==> src/rtl/vga_pkg.sv <==
// Frame geometry, packet constants and loader state encoding shared by the
// VRAM loader and the display side.
package vga_pkg;

  localparam int unsigned H_LEN   = 200;
  localparam int unsigned V_LEN   = 150;
  localparam int unsigned PIX     = H_LEN * V_LEN;
  localparam int unsigned AW      = 15;
  localparam int unsigned NFRAMES = 10;
  localparam int unsigned TIMEOUT = 1000000;
  localparam logic [7:0]  HDR     = 8'hA5;

  typedef enum logic [1:0] {
    IDLE,
    GET_IDX,
    GET_HI,
    GET_LO
  } state_t;

endpackage

==> src/rtl/vram_pixel_loader_if.sv <==
// Byte-stream input and VRAM write-port bundle of the pixel loader.
// The master side is the loader itself.
interface vram_pixel_loader_if;
  import vga_pkg::*;

  logic [7:0]         rx_data;
  logic               rx_valid;
  logic [NFRAMES-1:0] we;
  logic [AW-1:0]      waddr;
  logic [11:0]        wdata;
  logic               busy;
  logic               done;
  logic               err;
  logic [3:0]         cur_frame;

  modport master (
    input  rx_data, rx_valid,
    output we, waddr, wdata, busy, done, err, cur_frame
  );

  modport slave (
    output rx_data, rx_valid,
    input  we, waddr, wdata, busy, done, err, cur_frame
  );

endinterface

==> src/rtl/vram_pixel_loader_timeout.sv <==
// Inter-byte gap counter: cleared by clr, advanced by en, expire flags the
// cycle whose increment would bring the count to CYCLES-1.
module loader_timeout
  import vga_pkg::*;
#(
  parameter int unsigned CYCLES = TIMEOUT
) (
  input  logic clk,
  input  logic rstn,
  input  logic clr,
  input  logic en,
  output logic expire
);

  localparam int unsigned CW = $clog2(CYCLES);
  localparam logic [CW-1:0] LIMIT = CW'(CYCLES - 2);

  logic [CW-1:0] cnt;

  always_ff @(posedge clk or negedge rstn) begin
    if (!rstn)    cnt <= '0;
    else if (clr) cnt <= '0;
    else if (en)  cnt <= cnt + 1'b1;
  end

  // A strobe in the limit cycle wins, so the abort lands CYCLES cycles after the last byte.
  assign expire = en && !clr && (cnt == LIMIT);

endmodule

==> src/rtl/vram_pixel_loader.sv <==
// Parses HDR / frame-index / RGB444 pixel-pair packets from the UART byte
// stream and writes each pixel into the selected frame VRAM.
module vram_pixel_loader #(
  parameter int unsigned PIX     = vga_pkg::PIX,
  parameter int unsigned TIMEOUT = vga_pkg::TIMEOUT,
  parameter logic [7:0]  HDR     = vga_pkg::HDR
) (
  input logic               clk,
  input logic               rstn,
  vram_pixel_loader_if.master bus
);
  import vga_pkg::state_t;
  import vga_pkg::IDLE;
  import vga_pkg::GET_IDX;
  import vga_pkg::GET_HI;
  import vga_pkg::GET_LO;

  localparam int unsigned AW = vga_pkg::AW;
  localparam int unsigned NF = vga_pkg::NFRAMES;
  localparam logic [AW-1:0] LAST   = AW'(PIX - 1);
  localparam logic [7:0]    NF8    = 8'(NF);
  localparam logic [NF-1:0] WE_ONE = NF'(1);

  state_t        state, state_n;
  logic          latch_idx, latch_r, wr_issue, abort, tmo_expire;
  logic [AW-1:0] pix_cnt, waddr;
  logic [3:0]    red, cur_frame;
  logic [11:0]   wdata;
  logic          write_pending, busy, done, err;

  loader_timeout #(.CYCLES(TIMEOUT)) u_timeout (
    .clk    (clk),
    .rstn   (rstn),
    .clr    (bus.rx_valid),
    .en     (state != IDLE),
    .expire (tmo_expire)
  );

  // NOTE: sequential state uses non-blocking assignments so every register samples pre-edge values.
  always_ff @(posedge clk or negedge rstn) begin
    if (!rstn) state <= IDLE;
    else       state <= state_n;
  end

  // NOTE: every output of this block gets a default first, otherwise a latch is inferred.
  always_comb begin
    state_n   = state;
    latch_idx = 1'b0;
    latch_r   = 1'b0;
    wr_issue  = 1'b0;
    abort     = 1'b0;
    if (tmo_expire) begin
      state_n = IDLE;
      abort   = 1'b1;
    end else if (bus.rx_valid) begin
      case (state)
        IDLE:    if (bus.rx_data == HDR) state_n = GET_IDX;
        GET_IDX: begin
          if (bus.rx_data < NF8) begin
            latch_idx = 1'b1;
            state_n   = GET_HI;
          end else begin
            abort   = 1'b1;
            state_n = IDLE;
          end
        end
        GET_HI: begin
          if (bus.rx_data[7:4] == 4'h0) begin
            latch_r = 1'b1;
            state_n = GET_LO;
          end else begin
            abort   = 1'b1;
            state_n = IDLE;
          end
        end
        GET_LO: begin
          wr_issue = 1'b1;
          state_n  = (pix_cnt == LAST) ? IDLE : GET_HI;
        end
        default: state_n = IDLE;
      endcase
    end
  end

  always_ff @(posedge clk or negedge rstn) begin
    if (!rstn) begin
      pix_cnt       <= '0;
      red           <= '0;
      cur_frame     <= '0;
      waddr         <= '0;
      wdata         <= '0;
      write_pending <= 1'b0;
      busy          <= 1'b0;
      done          <= 1'b0;
      err           <= 1'b0;
    end else begin
      write_pending <= wr_issue;
      done          <= wr_issue && (pix_cnt == LAST);
      err           <= abort;
      busy          <= (state != IDLE);
      if (latch_idx) begin
        cur_frame <= bus.rx_data[3:0];
        pix_cnt   <= '0;
      end
      if (latch_r) red <= bus.rx_data[3:0];
      if (wr_issue) begin
        waddr <= pix_cnt;
        wdata <= {red, bus.rx_data};
        if (pix_cnt != LAST) pix_cnt <= pix_cnt + 1'b1;
      end
    end
  end

  assign bus.we        = write_pending ? (WE_ONE << cur_frame) : '0;
  assign bus.waddr     = waddr;
  assign bus.wdata     = wdata;
  assign bus.busy      = busy;
  assign bus.done      = done;
  assign bus.err       = err;
  assign bus.cur_frame = cur_frame;

endmodule

==> src/flat_wrapper.sv <==
// flat-port wrapper written by rule: the top's interface ports become plain ports
module vram_pixel_loader_flat import vga_pkg::state_t; import vga_pkg::IDLE; import vga_pkg::GET_IDX; import vga_pkg::GET_HI; import vga_pkg::GET_LO;
#(
  parameter int unsigned PIX     = vga_pkg::PIX,
  parameter int unsigned TIMEOUT = vga_pkg::TIMEOUT,
  parameter logic [7:0]  HDR     = vga_pkg::HDR
)
  (clk, rstn, bus_rx_data, bus_rx_valid, bus_we, bus_waddr, bus_wdata, bus_busy, bus_done, bus_err, bus_cur_frame);
  vram_pixel_loader_if bus_i ();
  input logic clk;
  input logic rstn;
  input wire logic [$bits(bus_i.rx_data)-1:0] bus_rx_data;
  input wire logic [$bits(bus_i.rx_valid)-1:0] bus_rx_valid;
  output wire logic [$bits(bus_i.we)-1:0] bus_we;
  output wire logic [$bits(bus_i.waddr)-1:0] bus_waddr;
  output wire logic [$bits(bus_i.wdata)-1:0] bus_wdata;
  output wire logic [$bits(bus_i.busy)-1:0] bus_busy;
  output wire logic [$bits(bus_i.done)-1:0] bus_done;
  output wire logic [$bits(bus_i.err)-1:0] bus_err;
  output wire logic [$bits(bus_i.cur_frame)-1:0] bus_cur_frame;
  assign bus_i.rx_data = bus_rx_data;
  assign bus_i.rx_valid = bus_rx_valid;
  assign bus_we = bus_i.we;
  assign bus_waddr = bus_i.waddr;
  assign bus_wdata = bus_i.wdata;
  assign bus_busy = bus_i.busy;
  assign bus_done = bus_i.done;
  assign bus_err = bus_i.err;
  assign bus_cur_frame = bus_i.cur_frame;
  vram_pixel_loader #(.PIX(PIX), .TIMEOUT(TIMEOUT), .HDR(HDR)) u_core (.clk(clk), .rstn(rstn), .bus(bus_i));
endmodule
==> config.mk <==
export PLATFORM = sky130hd
export DESIGN_NAME = vram_pixel_loader_flat
export DESIGN_NICKNAME = d
export VERILOG_FILES = /design/src/rtl/vga_pkg.sv /design/src/rtl/vram_pixel_loader_if.sv /design/src/rtl/vram_pixel_loader_timeout.sv /design/src/rtl/vram_pixel_loader.sv /design/src/flat_wrapper.sv
export SDC_FILE = /design/constraint.sdc
export NUM_CORES = 1
export LEC_CHECK = 0
export CELL_PAD_IN_SITES_DETAIL_PLACEMENT = 0
export CELL_PAD_IN_SITES_GLOBAL_PLACEMENT = 1
export CORE_ASPECT_RATIO = 1.75
export CORE_MARGIN = 2
export CORE_UTILIZATION = 42
export DETAILED_ROUTE_END_ITERATION = 16
export HOLD_SLACK_MARGIN = 0.1
export PLACE_DENSITY = 0.74
export SLEW_MARGIN = 0
export SYNTH_ARGS = -nofsm -noshare
export SYNTH_HDL_FRONTEND = slang
export SYNTH_SLANG_ARGS = --single-unit
export TNS_END_PERCENT = 5
==> constraint.sdc <==
create_clock -name clk -period 2.1 [get_ports clk]
set_input_delay 0.315 -clock clk [delete_from_list [all_inputs] [get_ports clk]]
set_output_delay 0.315 -clock clk [all_outputs]
set_load 0.05 [all_outputs]
### Word-level counts from Yosys, hierarchy flattened

Cells that the tools add are included.

| storage, ports and cells | value |
|---|---|
| register bits | 76 |
| input port bits | 11 |
| output and inout bits | 44 |
| logic and storage cells | 62 |

| operators by class | value |
|---|---|
| add/sub/neg operators | 2 |
| magnitude comparators | 1 |
| equality and inequality tests | 8 |
| shifts and indexed selects | 1 |
| muxes and demuxes | 29 |
| reduce and logical (&&, ||, !) cells | 10 |

Operators by type and width:

| kind | count |
|---|---|
| 15-bit two-way mux | 3 |
| 20-bit two-way mux | 2 |
| 20-bit by 1-bit adder with 20-bit output, second input constant | 1 |
| 20-bit == test, second input constant | 1 |
| 15-bit by 1-bit adder with 15-bit output, second input constant | 1 |
| 15-bit == test, second input constant | 1 |
| 1-bit two-way mux | 15 |
| 15-bit != test, second input constant | 1 |
| 2-bit two-way mux | 6 |
| 10-bit two-way mux | 1 |
| 1-bit by 4-bit << shifter with 10-bit output, first input constant | 1 |
| 8-bit == test, second input constant | 1 |
| 8-bit by 4-bit less-than comparator with 1-bit output, second input constant | 1 |
| 2-bit case mux with 4 select lines | 1 |
| 2-bit nonzero test | 3 |
| 2-bit == test, second input constant | 2 |
| 4-bit zero test | 1 |
| 1-bit logical AND | 3 |
| 3-bit by 1-bit != test with 1-bit output, second input constant | 1 |
| 2-bit by 1-bit == test with 1-bit output, second input constant | 1 |
| 2-bit zero test | 1 |
| 1-bit case mux with 2 select lines | 1 |
| 2-bit AND reduction | 1 |
| 1-bit zero test | 1 |

### Logic depth before layout (Yosys ltp)

| logic depth | value |
|---|---|
| depth after elaboration | 8 |
| mapped depth | 7 |
| mapped depth without buffers | 6 |

### Hierarchy

A second synthesis with hierarchy kept.

| second synthesis, totals | value |
|---|---|
| cells, all modules | 391 |
| area, all modules | 3737.3 sq um |

By module, submodules not included:

| module | times used | cells each | area an instance (sq um) | seq. area each (sq um) |
|---|---|---|---|---|
| vram_pixel_loader | 1 | 277 | 2695.1 | 1401.3 |
| loader_timeout | 1 | 114 | 1042.2 | 500.5 |

### Least setup slack after synthesis

No wires, ideal clock.

| timing path | value |
|---|---|
| kind | reg-to-output |
| from | register u_core.cur_frame[2] (netlist: u_core.bus.cur_frame[2]) |
| to | output bus_we[4] |
| arrival time | 2.288 ns |
| data required time | 1.785 ns |
| slack | -0.503 ns |
| stages on the path, launching flop included | 3 |
| path buffers | 0 |
| path through | dfrtp_1 nand2_1 nor4_1 |

| on the way | value |
|---|---|
| cells in the longest elaborated chain, start to end | 2 |

RTL lines:

| item | RTL line | source |
|---|---|---|
| from (decl) | vram_pixel_loader.sv:27 | `logic [3:0] red, cur_frame;` |
| from (signal assigned) | vram_pixel_loader.sv:102 | `cur_frame <= bus.rx_data[3:0];` |
| 1-bit by 4-bit << shifter with 10-bit output | vram_pixel_loader.sv:114 | `assign bus.we = write_pending ? (WE_ONE << cur_frame) : '0;` |
| 10-bit two-way mux | vram_pixel_loader.sv:114 |  |
| to (decl) | flat_wrapper.sv:14 | `output wire logic [$bits(bus_i.we)-1:0] bus_we;` |

No other way between the ends.

### Final worst setup path

| timing path | value |
|---|---|
| from | register u_core.cur_frame[0] (netlist: u_core.bus.cur_frame[0]) |
| to | output bus_cur_frame[0] |

RTL lines:

| item | RTL line | source |
|---|---|---|
| to (decl) | flat_wrapper.sv:20 | `output wire logic [$bits(bus_i.cur_frame)-1:0] bus_cur_frame;` |

No word-level cell between the ends.

==> impl_metrics.env <==
export IMPL_outcome="completed"
export IMPL_crit_path_start_kind="flop"
export IMPL_rsz0062_at_grt="true"
export IMPL_max_freq_mhz=490.3
export IMPL_finalPower_w=0.004522
export IMPL_setup_tns_ps=0
export IMPL_grtUsageTotal=0.1914
export IMPL_hold_path_class="in2async"
export IMPL_cp_cell_sequence="clkdlybuf4s50_1"
export IMPL_reg2reg_slack_ps=140
export IMPL_maxCapViolCount=0
export IMPL_hold_viol=0
export IMPL_slowest_stage="clkdlybuf4s50_1"
export IMPL_gr_total_overflow=0
export IMPL_ys_async_sr_fraction=1.000
export IMPL_synthCells=337
export IMPL_worstMarginPinSlew_ps=574.7
export IMPL_num_rows=45
export IMPL_yosysTopAreaCellShare=0.5094
export IMPL_leakage_nw=2.300
export IMPL_placed_cells=516
export IMPL_synth_flop_cell="dfrtp_1"
export IMPL_crit_fanout=9
export IMPL_period_needed_ps=2040
export IMPL_dpl_hpwl_um=6123
export IMPL_routed_wl_um=8423
export IMPL_ys_ff_latch=76
export IMPL_place_gp_congestion=0.8099
export IMPL_drt_initial_drc_count=77
export IMPL_holdWs_ps=408.7
export IMPL_dieWidth_um=75.27
export IMPL_grt_pass1_wl_um=13950
export IMPL_n_antenna_cell=0
export IMPL_crit_buf_inv=1
export IMPL_synth_area_mm2=0.003734
export IMPL_worstPathArrival_ps=1720
export IMPL_io_buffers=54
export IMPL_seq_area_frac_synth=0.5094
export IMPL_clk_latency_ps=330
export IMPL_post_cts_buffers=0
export IMPL_clock_skew_ps=4.622
export IMPL_slew_viol_final=0
export IMPL_start_util=0.4306
export IMPL_clock_sinks=76
export IMPL_coreArea_mm2=0.008671
export IMPL_first_pass_iters=4
export IMPL_syn_to_final_growth_pct=30.93
export IMPL_antenna_left=0
export IMPL_yosysTopAreaCell="dfrtp_1"
export IMPL_critPathTopFamily="buffers and inverters"
export IMPL_via_count=2839
export IMPL_synth_cell_type_count=49
export IMPL_critPathKind="reg2out"
export IMPL_grt_antenna_before_repair=0
export IMPL_clockBufferDepth=2
export IMPL_fin_nets=429
export IMPL_slew_headroom=0.6157
export IMPL_p_per_area_mw_per_mm2=925.0
export IMPL_root_buffer="clkbuf_16"
export IMPL_rr_endpoint="u_core.u_timeout.cnt[14]"
export IMPL_viasPerCell=5.326
export IMPL_endpoint_kind="primary output"
export IMPL_grt_pass1_vias=2784
export IMPL_synth_area_top_cells="dfrtp_1 51%, mux2_2 12%, nand3_1 2.9%, nor2_1 2.8%, ha_1 2.3%"
export IMPL_syn_num_nets=355
export IMPL_cp_required_ps=1780
export IMPL_fin_cells=533
export IMPL_irDropWorstVdd_v=0.0005122
export IMPL_wire_per_inst_um=15.80
export IMPL_r2r_cells=6
export IMPL_die_y_um=128.7
export IMPL_numCtsBuffers=9
export IMPL_yosysWarnings=0
export IMPL_setup_violations=0
export IMPL_cts_tree="yes"
export IMPL_drive_above_1_share=0.2356
export IMPL_dieArea_mm2=0.009689
export IMPL_yosysMostFrequentCell="dfrtp_1"
export IMPL_io_pin_count=55
export IMPL_netlist_top_cells_count="76 x dfrtp_1, 39 x mux2_2, 28 x nor2_1, 22 x nand3_1"
export IMPL_grt_max_degree=58
export IMPL_synth_enable_flop_cells=0
export IMPL_drc=0
export IMPL_slowest_delay_ps=870
export IMPL_r2r_start="u_core.state[1]"
export IMPL_htreeDepth=3
export IMPL_clk_pin_slew_worst_paths_ps=50
export IMPL_fin_crit_sh=0.9712
export IMPL_synth_area_per_cell_um2=11.08
report_power, final:
part           switching (W)  internal (W)  leakage [nW]
clock               0.000572       0.00113         0.169
sequential          0.000149       0.00161          1.04
combinational       0.000644      0.000410          1.09
total                0.00137       0.00316          2.30
layout make-up:
cell class	count	area, um2
Clock inverter	4	70.07
Clock buffer	12	266.5
Multi-Input combinational cell	238	1733
Timing Repair Buffer	76	733.2
Inverter	10	37.54
Fill cell	804	3782
Tap cell	117	146.4
Sequential cell	76	1902
state kept, by name, summed over array words and instances (netlist names):
signal / flops
u_core.u_timeout.cnt: 20
u_core.bus.waddr: 15
u_core.pix_cnt: 15
u_core.bus.wdata: 12
u_core.bus.cur_frame: 4
u_core.red: 4
u_core.state: 2
u_core.bus.busy: 1
u_core.bus.done: 1
u_core.bus.err: 1
u_core.write_pending: 1
kinds of logic after synthesis:
kind of cell,count (synthesis),synth area share
compound gates,35,0.06602
xor+xnor,13,0.03050
simple gates,143,0.2218
buf+inv,23,0.02848
mux,40,0.1203
fa+ha+maj,7,0.02346
flops,76,0.5094
worst max path at each step:
stage / from / endpoint / slack [ps] / cells past startpoint
after floorplan: u_core.bus.cur_frame[2] / bus_we[4] / -500 / 2
after global placement: bus_rx_data[5] / u_core.pix_cnt[5] / 7 / 5
after detailed placement: bus_rx_data[5] / u_core.pix_cnt[5] / -30 / 5
after CTS: u_core.bus.cur_frame[1] / bus_we[0] / 5 / 3
after global routing: u_core.state[1] / u_core.u_timeout.cnt[16] / -10 / 6
final: u_core.bus.cur_frame[0] / bus_cur_frame[0] / 60 / 1
layout by cell type, fill, tap and decap left out, types with 2 or more instances in the layout:
master / instances
dfrtp_1: 76
clkdlybuf4s50_1: 42
mux2_2: 39
nor2_1: 28
buf_4: 28
nand3_1: 22
nand2_1: 15
nor3_1: 14
and3_1: 12
inv_1: 10
nand4_1: 10
clkbuf_16: 9
o21ai_0: 7
xnor2_1: 7
a21oi_1: 7
a211o_1: 6
xor2_1: 6
ha_1: 6
and4_1: 5
and2_1: 4
nor2b_1: 4
buf_12: 4
a21o_1: 3
or3_1: 3
nor3b_1: 3
nand2b_1: 3
nor4_1: 3
o31ai_1: 3
or4_1: 3
clkbuf_8: 3
nor4_4: 2
a41oi_1: 2
nand3b_1: 2
clkinv_2: 2
bufinv_16: 2
metrics by stage:
stage               cell area (um2)  worst slack, ps  utilization
floorplan                      3734           -503.2            -
global placement               4532            7.180       0.5227
detailed placement             4532           -30.13       0.5227
CTS                            4878            5.206       0.5626
global route                   4888           -9.543       0.5638
finish                         4888            60.50       0.5638
repair_timing:
action / CTS / global route
gates resized for setup: 0 / 3
hold endpoints to repair: 19 / 0
hold buffers: 1 / 0
setup endpoints to repair: 0 / 4
per-layer routing:
metal  track usage  routed length (um)  up-vias
li1              -                   -     1371
met3       0.03524                 159       16
met5             0                   0        -
met4        0.1011                 237        0
met2        0.3302                4730       40
met1        0.2179                3296     1412
(Power assumes the default switching activity.)
